<file path="src/rtl/gun_overlay_pkg.sv">
// Purpose: shared constants, types and the arm-distance helper for the gun crosshair overlay.
// Latency: n/a (package only).
// Backpressure: n/a (package only).
package gun_overlay_pkg;

  // Counter widths for the pixel (x) and line (y) position counters.
  localparam int XW = 10;
  localparam int YW = 9;

  // Crosshair colours, {R,G,B}.
  localparam logic [23:0] COL_WHITE = 24'hFFFFFF;
  localparam logic [23:0] COL_RED   = 24'hFF0000;

  // Video timing bits carried alongside the pixel colour.
  typedef struct packed {
    logic hblank;
    logic vblank;
    logic hs;
    logic vs;
  } vtiming_t;

  // True when |a - b| <= lim. The difference is taken signed at XW+1 bits,
  // so positions on either side of the centre compare correctly and arms
  // running off the screen edge never wrap around to the far side.
  function automatic logic abs_le(input logic [XW-1:0] a,
                                  input logic [XW-1:0] b,
                                  input logic [3:0]    lim);
    logic signed [XW:0] diff;
    logic        [XW:0] mag;
    diff = $signed({1'b0, a}) - $signed({1'b0, b});
    mag  = diff[XW] ? (-$unsigned(diff)) : $unsigned(diff);
    return mag <= {{(XW-3){1'b0}}, lim};
  endfunction

endpackage

</file>
<file path="src/rtl/gun_crosshair_overlay_pos.sv">
// Purpose: pixel/line position counters plus hblank/vblank rising-edge strobes.
// Latency: counters register on a ce tick; rise strobes are combinational against the previous ce tick.
// Backpressure: none; state only advances when ce_i is high.
//
// Ports:
//   clk_i, rst_ni          clock, synchronous active-low reset
//   ce_i                   pixel enable
//   hblank_i, vblank_i     board blanking
//   x_o, y_o               current pixel column / line (saturating)
//   hblank_rise_o          hblank_i high now, low on the previous ce tick
//   vblank_rise_o          vblank_i high now, low on the previous ce tick
module video_pos_counter
  import gun_overlay_pkg::*;
(
  input  logic          clk_i,
  input  logic          rst_ni,
  input  logic          ce_i,
  input  logic          hblank_i,
  input  logic          vblank_i,
  output logic [XW-1:0] x_o,
  output logic [YW-1:0] y_o,
  output logic          hblank_rise_o,
  output logic          vblank_rise_o
);

  logic [XW-1:0] x_q, x_d;
  logic [YW-1:0] y_q, y_d;
  logic          hb_prev_q, vb_prev_q;

  assign hblank_rise_o = hblank_i & ~hb_prev_q;
  assign vblank_rise_o = vblank_i & ~vblank_prev_unused_guard();

  // Small wrapper keeps the vblank history read in one place.
  function automatic logic vblank_prev_unused_guard();
    return vb_prev_q;
  endfunction

  always_comb begin
    x_d = x_q;
    y_d = y_q;
    // Counters stick at all-ones rather than wrapping so an overlong line or
    // frame can never alias back onto the crosshair position.
    if (hblank_i) begin
      x_d = '0;
    end else if (x_q != '1) begin
      x_d = x_q + 1'b1;
    end
    if (vblank_i) begin
      y_d = '0;
    end else if (hblank_rise_o && (y_q != '1)) begin
      y_d = y_q + 1'b1;
    end
  end

  always_ff @(posedge clk_i) begin
    if (!rst_ni) begin
      x_q       <= '0;
      y_q       <= '0;
      hb_prev_q <= 1'b0;
      vb_prev_q <= 1'b0;
    end else if (ce_i) begin
      x_q       <= x_d;
      y_q       <= y_d;
      hb_prev_q <= hblank_i;
      vb_prev_q <= vblank_i;
    end
  end

  assign x_o = x_q;
  assign y_o = y_q;

endmodule

</file>
<file path="src/rtl/gun_crosshair_overlay.sv">
// Purpose: draws a plus-shaped crosshair at the latched gun position over the board video, red while flashing.
// Latency: exactly one ce_pix tick on rgb_out and all timing outputs.
// Backpressure: none; every register holds while ce_pix is low.
//
// Ports:
//   clk_48, reset_n              video clock, synchronous active-low reset
//   ce_pix                       pixel enable
//   enable                       1 = draw crosshair, 0 = pass video through
//   gun_h, gun_v                 gun position 0..63, latched at each vblank rise
//   trigger                      fire button level; a rising edge starts the red flash
//   rgb_in, *_in                 board colour and timing
//   rgb_out, *_out               overlaid colour and timing, one ce tick later
module gun_crosshair_overlay
  import gun_overlay_pkg::*;
#(
  parameter logic [9:0] X_OFS        = 10'd16,
  parameter logic [8:0] Y_OFS        = 9'd24,
  parameter logic [2:0] X_STEP       = 3'd4,
  parameter logic [2:0] Y_STEP       = 3'd3,
  parameter logic [3:0] ARM          = 4'd5,
  parameter logic [3:0] FLASH_FRAMES = 4'd8
) (
  input  logic        clk_48,
  input  logic        reset_n,
  input  logic        ce_pix,
  input  logic        enable,
  input  logic [5:0]  gun_h,
  input  logic [5:0]  gun_v,
  input  logic        trigger,
  input  logic [23:0] rgb_in,
  input  logic        hblank_in,
  input  logic        vblank_in,
  input  logic        hs_in,
  input  logic        vs_in,
  output logic [23:0] rgb_out,
  output logic        hblank_out,
  output logic        vblank_out,
  output logic        hs_out,
  output logic        vs_out
);

  logic [XW-1:0] x;
  logic [YW-1:0] y;
  logic          hb_rise, vb_rise;

  video_pos_counter u_pos (
    .clk_i         (clk_48),
    .rst_ni        (reset_n),
    .ce_i          (ce_pix),
    .hblank_i      (hblank_in),
    .vblank_i      (vblank_in),
    .x_o           (x),
    .y_o           (y),
    .hblank_rise_o (hb_rise),
    .vblank_rise_o (vb_rise)
  );

  logic [XW-1:0] cx_q, cx_d;
  logic [YW-1:0] cy_q, cy_d;
  logic          valid_q, valid_d;
  logic [3:0]    flash_q, flash_d;
  logic          trig_prev_q, trig_prev_d;
  logic [23:0]   rgb_q, rgb_d;
  vtiming_t      tim_q, tim_d;

  logic trig_rise;
  logic on_h, on_v, draw;

  assign trig_rise = trigger & ~trig_prev_q;

  always_comb begin
    cx_d        = cx_q;
    cy_d        = cy_q;
    valid_d     = valid_q;
    flash_d     = flash_q;
    trig_prev_d = trigger;

    // The centre only moves at the start of vertical blank, so a gun update
    // arriving mid-frame cannot tear the crosshair across two positions.
    if (vb_rise) begin
      cx_d    = X_OFS + ({4'd0, gun_h} * {7'd0, X_STEP});
      cy_d    = Y_OFS + ({3'd0, gun_v} * {6'd0, Y_STEP});
      valid_d = 1'b1;
    end

    // A fresh press reloads the flash even if it lands on a vblank rise.
    if (trig_rise) begin
      flash_d = FLASH_FRAMES;
    end else if (vb_rise && (flash_q != 4'd0)) begin
      flash_d = flash_q - 1'b1;
    end

    on_h = (y == cy_q) && abs_le(x, cx_q, ARM);
    on_v = (x == cx_q) && abs_le({1'b0, y}, {1'b0, cy_q}, ARM);
    draw = enable && valid_q && !hblank_in && !vblank_in && (on_h || on_v);

    if (draw) begin
      rgb_d = (flash_q != 4'd0) ? COL_RED : COL_WHITE;
    end else begin
      rgb_d = rgb_in;
    end

    tim_d.hblank = hblank_in;
    tim_d.vblank = vblank_in;
    tim_d.hs     = hs_in;
    tim_d.vs     = vs_in;
  end

  always_ff @(posedge clk_48) begin
    if (!reset_n) begin
      cx_q        <= '0;
      cy_q        <= '0;
      valid_q     <= 1'b0;
      flash_q     <= 4'd0;
      trig_prev_q <= 1'b0;
      rgb_q       <= '0;
      tim_q       <= '0;
    end else if (ce_pix) begin
      cx_q        <= cx_d;
      cy_q        <= cy_d;
      valid_q     <= valid_d;
      flash_q     <= flash_d;
      trig_prev_q <= trig_prev_d;
      rgb_q       <= rgb_d;
      tim_q       <= tim_d;
    end
  end

  assign rgb_out    = rgb_q;
  assign hblank_out = tim_q.hblank;
  assign vblank_out = tim_q.vblank;
  assign hs_out     = tim_q.hs;
  assign vs_out     = tim_q.vs;

endmodule

</file>
<file path="config.mk">
export PLATFORM = sky130hd
export DESIGN_NAME = gun_crosshair_overlay
export DESIGN_NICKNAME = d
export VERILOG_FILES = /design/src/rtl/gun_overlay_pkg.sv /design/src/rtl/gun_crosshair_overlay_pos.sv /design/src/rtl/gun_crosshair_overlay.sv
export SDC_FILE = /design/constraint.sdc
export NUM_CORES = 1
export LEC_CHECK = 0
export ABC_CLOCK_PERIOD_IN_PS = 3500
export CAP_MARGIN = 15
export CELL_PAD_IN_SITES_DETAIL_PLACEMENT = 0
export CELL_PAD_IN_SITES_GLOBAL_PLACEMENT = 1
export CORE_AREA = 4 4 121 123
export DETAILED_ROUTE_END_ITERATION = 10
export DIE_AREA = 0 0 125 127
export PLACE_DENSITY = 0.77
export SYNTH_ARGS = -nofsm -noshare
export SYNTH_HDL_FRONTEND = slang
export SYNTH_SLANG_ARGS = --single-unit
</file>
<file path="constraint.sdc">
create_clock -name clk_48 -period 3.5 [get_ports clk_48]
set_input_delay 0.35 -clock clk_48 [delete_from_list [all_inputs] [get_ports clk_48]]
set_output_delay 0.35 -clock clk_48 [all_outputs]
set_load 0.03 [all_outputs]
</file>
==> results of run 1 <==
-- worst max-delay path: cells and delay by family, from the launching register on --
kind,cells,cell delay [ns]
compound gates,4,1.37
fa+ha+maj,3,0.85
simple gates,5,0.66
flops,1,0.32
buf+inv,3,0.15
-- per-stage QoR --
| step | instance area (um^2) | power (mW) | util, % | setup WS, ns |
|---|---|---|---|---|
| 2_1_floorplan | 4690 | 1.29 | - | 0.0947 |
| 3_3_place_gp | 5650 | 1.50 | 41.3 | 0.0672 |
| 3_5_place_dp | 5650 | 1.51 | 41.3 | -0.0348 |
| 4_1_cts | 6000 | 2.53 | 43.9 | 0.0222 |
| 5_1_grt | 6350 | 2.72 | 46.5 | -0.0766 |
| 6_report | 6350 | 2.59 | 46.5 | 0.00864 |
-- sequential cells by signal, indices dropped and copies added, names as in the netlist, 4 cells and up --
signal and flops:
flash_q 4, u_pos.x_o 10, cy_q 8, u_pos.y_o 9, cx_q 7, rgb_out 24
-- Yosys cell counts (all sizes together), types with 3 or more instances --
library cell  number
nand4b             3
o211a              4
nand2b             8
o2111ai            3
buf                8
or2                4
nand4             16
a21o              10
o211ai             5
and3               7
o21ai             45
nor3              25
a31oi             12
nand3b             4
o21a               8
nor4               5
a21boi            13
fa                 3
ha                32
nor2              43
or3                6
nor4bb            16
dfxtp             68
inv               42
or4                4
a21oi             23
nand2             49
xnor2             14
a211oi             6
clkbuf            20
and2               5
a22oi              3
nand3             15
xor2              12
nor2b             12
mux2i              5
-- path summary, 6_finish.rpt --
kind / start / end / slack [ns] / cells past startpoint
setup / recovery: u_pos.y_o[0] / rgb_out[14] / 0.009 / 15
hold / removal: cy_q[1] / cy_q[1] / 0.47 / 2
setup reg to reg: u_pos.y_o[0] / rgb_out[14] / 0.009 / 15
hold reg to reg: cy_q[1] / cy_q[1] / 0.47 / 2
-- layout make-up --
type,instances,share of cell area (%)
clock buffer,13,4.10
clock inverter,3,1.08
inverter,42,2.48
multi-input combinational,447,51.8
sequential,68,21.5
tap,180,3.54
timing repair buffer,105,15.5
-- what timing repair did --
item | in CTS | in global routing
cloned | 1 | 0
gates resized for setup | 2 | 53
endpoints found under the setup margin | 17 | 24
pin swaps | 2 | 29
setup buffers | 0 | 15
-- power by group through the flow --
stage                     sequential, mW  combinational (mW)  clock [mW]
after detailed placement           0.851               0.662           0
after CTS                          0.836               0.672        1.02
after global routing               0.842               0.822        1.06
after floorplan                    0.890               0.402           0
final                              0.837               0.754        1.00
after global placement             0.852               0.652           0
-- logic make-up (layout without fill, tap and decap cells) --
| logic type | after synthesis | count (layout) | share of synthesized area, % |
|---|---|---|---|
| and+or+nand+nor | 228 | 229 | 27.1 |
| AOI/OAI and AO/OA | 152 | 152 | 21.9 |
| buffers and inverters | 70 | 163 | 6.27 |
| DFF | 68 | 68 | 29.0 |
| adders and majority gates | 35 | 35 | 9.82 |
| xor gates and xnor gates | 26 | 26 | 4.85 |
| muxes | 5 | 5 | 1.07 |
-- routing by layer --
| layer | vias up | global-route usage [%] | share of wire, % | wire length (um) |
|---|---|---|---|---|
| met3 | 26 | 4.06 | 5.7 | 768 |
| met4 | 0 | 7.40 | 3.1 | 414 |
| met5 | - | 0 | 0 | 0 |
| li1 | 2300 | - | - | - |
| met1 | 2160 | 21.1 | 45 | 6100 |
| met2 | 151 | 26.5 | 46 | 6290 |
==> impl_metrics.json, run 1 <==
{
  "run_status": "completed",
  "multi_input_area_mm2": 0.00329,
  "cp_slowest_cell": "fa_2",
  "max_slew_margin_pct": 38.3,
  "cp.arrival_ns": 3.70,
  "cp-end-kind": "flip-flop",
  "die_area_mm2": 0.0159,
  "power.share.clock_pct": 38.6,
  "ant_nets": 0,
  "crit_type": "reg -> reg",
  "drv_cap": 0,
  "slew_violations": 0,
  "track_usage_pct": 16.5,
  "overflow": 0,
  "cts_tree": "yes",
  "cts-root-to-sink-buffers": 2,
  "regArea_mm2": 0.00137,
  "crit_path_frequent_cell": "inv_2",
  "cts_sinks": 68,
  "wl_um": 13600,
  "globalplace.congestion": 0.871,
  "place_inst": 826,
  "first_iter_violations": 234,
  "p_sw_mw": 0.763,
  "layout_commonest_cell": "clkdlybuf4s50_1",
  "total_leakage_power_nw": 2.56,
  "die_y_um": 127,
  "cts_hold_buf": 0,
  "ir_drop_mv": 0.230,
  "setup_viol": 0,
  "p_comb_share_pct": 29.1,
  "max_stage_delay_ns": 0.56,
  "hold_path.class": "reg -> reg",
  "die_w_um": 125,
  "fill_cells": 1366,
  "path_max_fanout": 8,
  "rsz0062_at_grt": "true",
  "synth_seq_area_share_pct": 29.0,
  "port_buffers": 72,
  "holdWs_ns": 0.469,
  "antenna_found_initial": 0,
  "worstSkewPairLatency_ns": 0.33,
  "initial_utilization_pct": 34.3,
  "boundaryPins": 73,
  "yosysWarnings": 0,
  "hpwl_um": 9930,
  "row_count": 43,
  "seq_power_share_pct": 32.3,
  "synthTopCellsByArea": "dfxtp_1 (29%), ha_1 (8.5%), o21ai_0 (4.8%)",
  "drcViolationCount": 0,
  "synth_cell_types": 63,
  "clk_pin_slew_ns": 0.05,
  "yosysTopAreaCell": "dfxtp_1",
  "crit_chain": "inv_2 -> ha_4 -> inv_2 -> fa_2 -> inv_2 -> ha_4 -> nand3_4 -> nor4b_4 -> a311oi_2 -> nand2b_1 -> a211oi_2 -> o221ai_2 -> o41a_1 -> nor2_4 -> nor3_1",
  "grt_pass1_vias": 4498,
  "critical_path_required_ns": 3.71,
  "synth-edff-count": 0,
  "via_per_inst": 5.40,
  "netlist_instances": 584,
  "cp-start-kind": "flip-flop",
  "worstMarginPinSlew_ns": 0.923,
  "num_antenna_cells": 0,
  "postSynthNetCount": 664,
  "p_int_mw": 1.83,
  "period_share_pct": 99.8,
  "synth_top_cell_area_share_pct": 29.0,
  "ys_async_sr_fraction_pct": 0,
  "final_cell_mix": "clkdlybuf4s50_1 (72), dfxtp_1 (64), nand2_1 (49), o21ai_0 (45), nor2_1 (40)",
  "max_freq_mhz": 286,
  "p_sw_share_pct": 29.5,
  "cts_root_buffer": "clkbuf_16",
  "synthFlopType": "dfxtp_1",
  "nets": 753,
  "grt_max_degree": 62,
  "cts_made_buffers": 9,
  "finClkSkew_ns": 0.00634,
  "avgSynthCellArea_um2": 8.03,
  "first_pass_iters": 5,
  "power.density_mw_per_mm2": 408,
  "period_needed_ns": 3.49,
  "fin_tns_setup_ns": 0,
  "syn2layout_area_growth_pct": 35.4,
  "fin_cells": 858,
  "syn_area_mm2": 0.00469,
  "htree_levels": 3,
  "num_vias": 4637,
  "layout-drive-gt1-share_pct": 15.6,
  "core_area_mm2": 0.0137,
  "synth-seq-cells": 68,
  "routedWlPerCell_um": 15.8,
  "grt_pass1_wl_um": 21900,
  "hold_violations": 0
}
Power figures use the tool's default switching activity.
==> run 2: changes to the inputs <==
CORE_AREA = 4 4 135 111   (was 4 4 121 123)
DIE_AREA = 0 0 139 115   (was 0 0 125 127)
PLACE_DENSITY = 0.76   (was 0.77)
==> run 2 against run 1 <==
Effect of this change:
- non-clock buffer count decreased by 4
- maximum frequency increased by 4.6%
- clock skew increased by 0.0042 ns
- final cell count decreased by 0.47%
- hold slack improved by 0.00088 ns
- sequential power about the same
- sequential cell count unchanged
- count of clock-buffer cells in the layout decreased by 3
- routed wire length decreased by 4.0%
- via count decreased by 3.7%
- total power decreased by 5.7%
- design area decreased by 1.4%
- critical path type unchanged
- largest power group unchanged
- highest routed layer unchanged
==> impl_metrics.json, run 2 (synthesis gave the netlist of run 1 again) <==
{
  "run_status": "completed",
  "r2r_start": "u_pos.y_o[0]",
  "met1_usage_pct": 23.1,
  "ir_drop_mv": 0.231,
  "groute.layer.met3.usage_pct": 5.07,
  "worstMarginPinSlew_ns": 0.934,
  "grt_max_degree": 51,
  "htree_levels": 3,
  "grt_pass1_vias": 4248,
  "cts_root_buffer": "clkbuf_16",
  "power.share.clock_pct": 35.9,
  "ant_nets": 0,
  "hold_path.class": "reg -> reg",
  "boundaryPins": 73,
  "final_core_util_pct": 46.4,
  "die_w_um": 139,
  "drv_cap": 0,
  "slew_violations": 0,
  "layout-drive-gt1-share_pct": 15.3,
  "clk_pin_slew_ns": 0.06,
  "drcViolationCount": 0,
  "cts-root-to-sink-buffers": 2,
  "first_pass_iters": 5,
  "period_share_pct": 95.3,
  "max_slew_margin_pct": 37.5,
  "nets": 749,
  "regArea_mm2": 0.00137,
  "multi_input_area_mm2": 0.00328,
  "p_sw_mw": 0.789,
  "met2_usage_pct": 23.2,
  "rsz0062_at_grt": "false",
  "globalplace.congestion": 0.859,
  "final_cell_mix": "clkdlybuf4s50_1 (71), dfxtp_1 (64), nand2_1 (49), o21ai_0 (44), nor2_1 (42)",
  "worstSkewPairLatency_ns": 0.34,
  "core_area_mm2": 0.0135,
  "cp.arrival_ns": 3.56,
  "antenna_found_initial": 0,
  "setup_viol": 0,
  "hold_depth": 2,
  "largest_reg_flops": 24,
  "wl_um": 13000,
  "cts_made_buffers": 9,
  "num_vias": 4466,
  "max_freq_mhz": 300,
  "cp-end-kind": "flip-flop",
  "track_usage_pct": 16.0,
  "cts_sinks": 68,
  "port_buffers": 72,
  "layout_commonest_cell": "clkdlybuf4s50_1",
  "period_needed_ns": 3.34,
  "p_comb_share_pct": 29.8,
  "p_sw_share_pct": 32.3,
  "overflow": 0,
  "hold_violations": 0,
  "initial_utilization_pct": 34.7,
  "hpwl_um": 9380,
  "num_antenna_cells": 0,
  "routedWlPerCell_um": 15.3,
  "total_leakage_power_nw": 2.52,
  "row_count": 38,
  "reg2reg_depth": 16,
  "power.density_mw_per_mm2": 390,
  "endpoint": "rgb_out[2]",
  "timing.rr.end": "rgb_out[2]",
  "die_y_um": 115,
  "finClkSkew_ns": 0.0106,
  "fin_cells": 854,
  "cts_hold_buf": 0,
  "cp-start-kind": "flip-flop",
  "syn2layout_area_growth_pct": 33.6,
  "cp-startpoint": "u_pos.y_o[0]",
  "cts_tree": "yes",
  "path_max_fanout": 8,
  "critical_path_required_ns": 3.72,
  "top_usage_layer": "met2",
  "fill_cells": 1322,
  "grt_pass1_wl_um": 21100,
  "first_iter_violations": 248,
  "via_per_inst": 5.23,
  "die_area_mm2": 0.0160,
  "seq_power_share_pct": 34.2,
  "worst-r2r-setup-slack_ns": 0.16,
  "crit_type": "reg -> reg",
  "place_inst": 828,
  "p_int_mw": 1.65
}
run 2: changes by cell type in the layout (fill, tap and decap cells not counted), sizes merged:
cell,delta
buf,-3
bufinv,-2
clkbuf,-3
clkdlybuf4s50,-1
clkinv,+1
clkinvlp,+2
inv,+2
run 2: per-stage QoR:
step	hold WS (ns)	instance area, um^2	setup TNS (ns)	setup WS (ns)	power, mW
4_1_cts	0.474	5960	0	0.00584	2.41
5_1_grt	0.498	6260	0	0.00308	2.58
3_5_place_dp	0.465	5660	-0.367	-0.0309	1.51
6_report	0.469	6260	0	0.163	2.44
3_3_place_gp	0.456	5660	0	0.111	1.51
2_1_floorplan	0.440	4690	0	0.0947	1.29
run 2: area by class of cell:
type	count	share of cell area, %
Tap cell	180	3.59
Sequential cell	68	21.8
Timing Repair Buffer	101	15.2
Inverter	42	2.52
Clock inverter	6	0.739
Multi-Input combinational cell	447	52.4
Clock buffer	10	3.81
run 2: worst min-delay path by stage:
stage | startpoint | endpoint
after detailed placement | cy_q[3] | cy_q[3]
after global routing | cx_q[3] | cx_q[3]
after global placement | cy_q[1] | cy_q[1]
after CTS | cy_q[2] | cy_q[2]
final | cy_q[3] | cy_q[3]
after floorplan | valid_q | valid_q
run 2: critical path, stage by stage, from the launching register on:
cell and delay, ns:
dfxtp_2 0.33, inv_2 0.04, ha_4 0.15, inv_2 0.06, fa_2 0.44, inv_2 0.09, ha_4 0.16, nand3_4 0.08
nor4b_4 0.25, a311oi_2 0.10, a31oi_2 0.25, and4_1 0.24, o221ai_2 0.12, o41a_1 0.48, buf_4 0.19, nor2_8 0.14
nor3_1 0.08
run 2: timing repair:
action	in CTS	in global routing
pin swaps	3	21
gates resized for setup	1	53
endpoints found under the setup margin	20	24
setup buffers	0	11
endpoints found under the hold margin	0	0
gates cloned	1	0
run 2: routing by layer:
metal  wire length [um]  vias up
met5                  0        -
met4                 82        0
met3                746        9
met2               5290      120
met1               6910     2051
li1                   -     2286
run 2: power groups by stage:
stage / Clock [mW] / Combinational, mW / Sequential, mW
floorplan: 0 / 0.402 / 0.890
global placement: 0 / 0.659 / 0.851
detailed placement: 0 / 0.660 / 0.850
CTS: 0.903 / 0.669 / 0.835
global route: 0.936 / 0.800 / 0.841
finish: 0.878 / 0.729 / 0.836
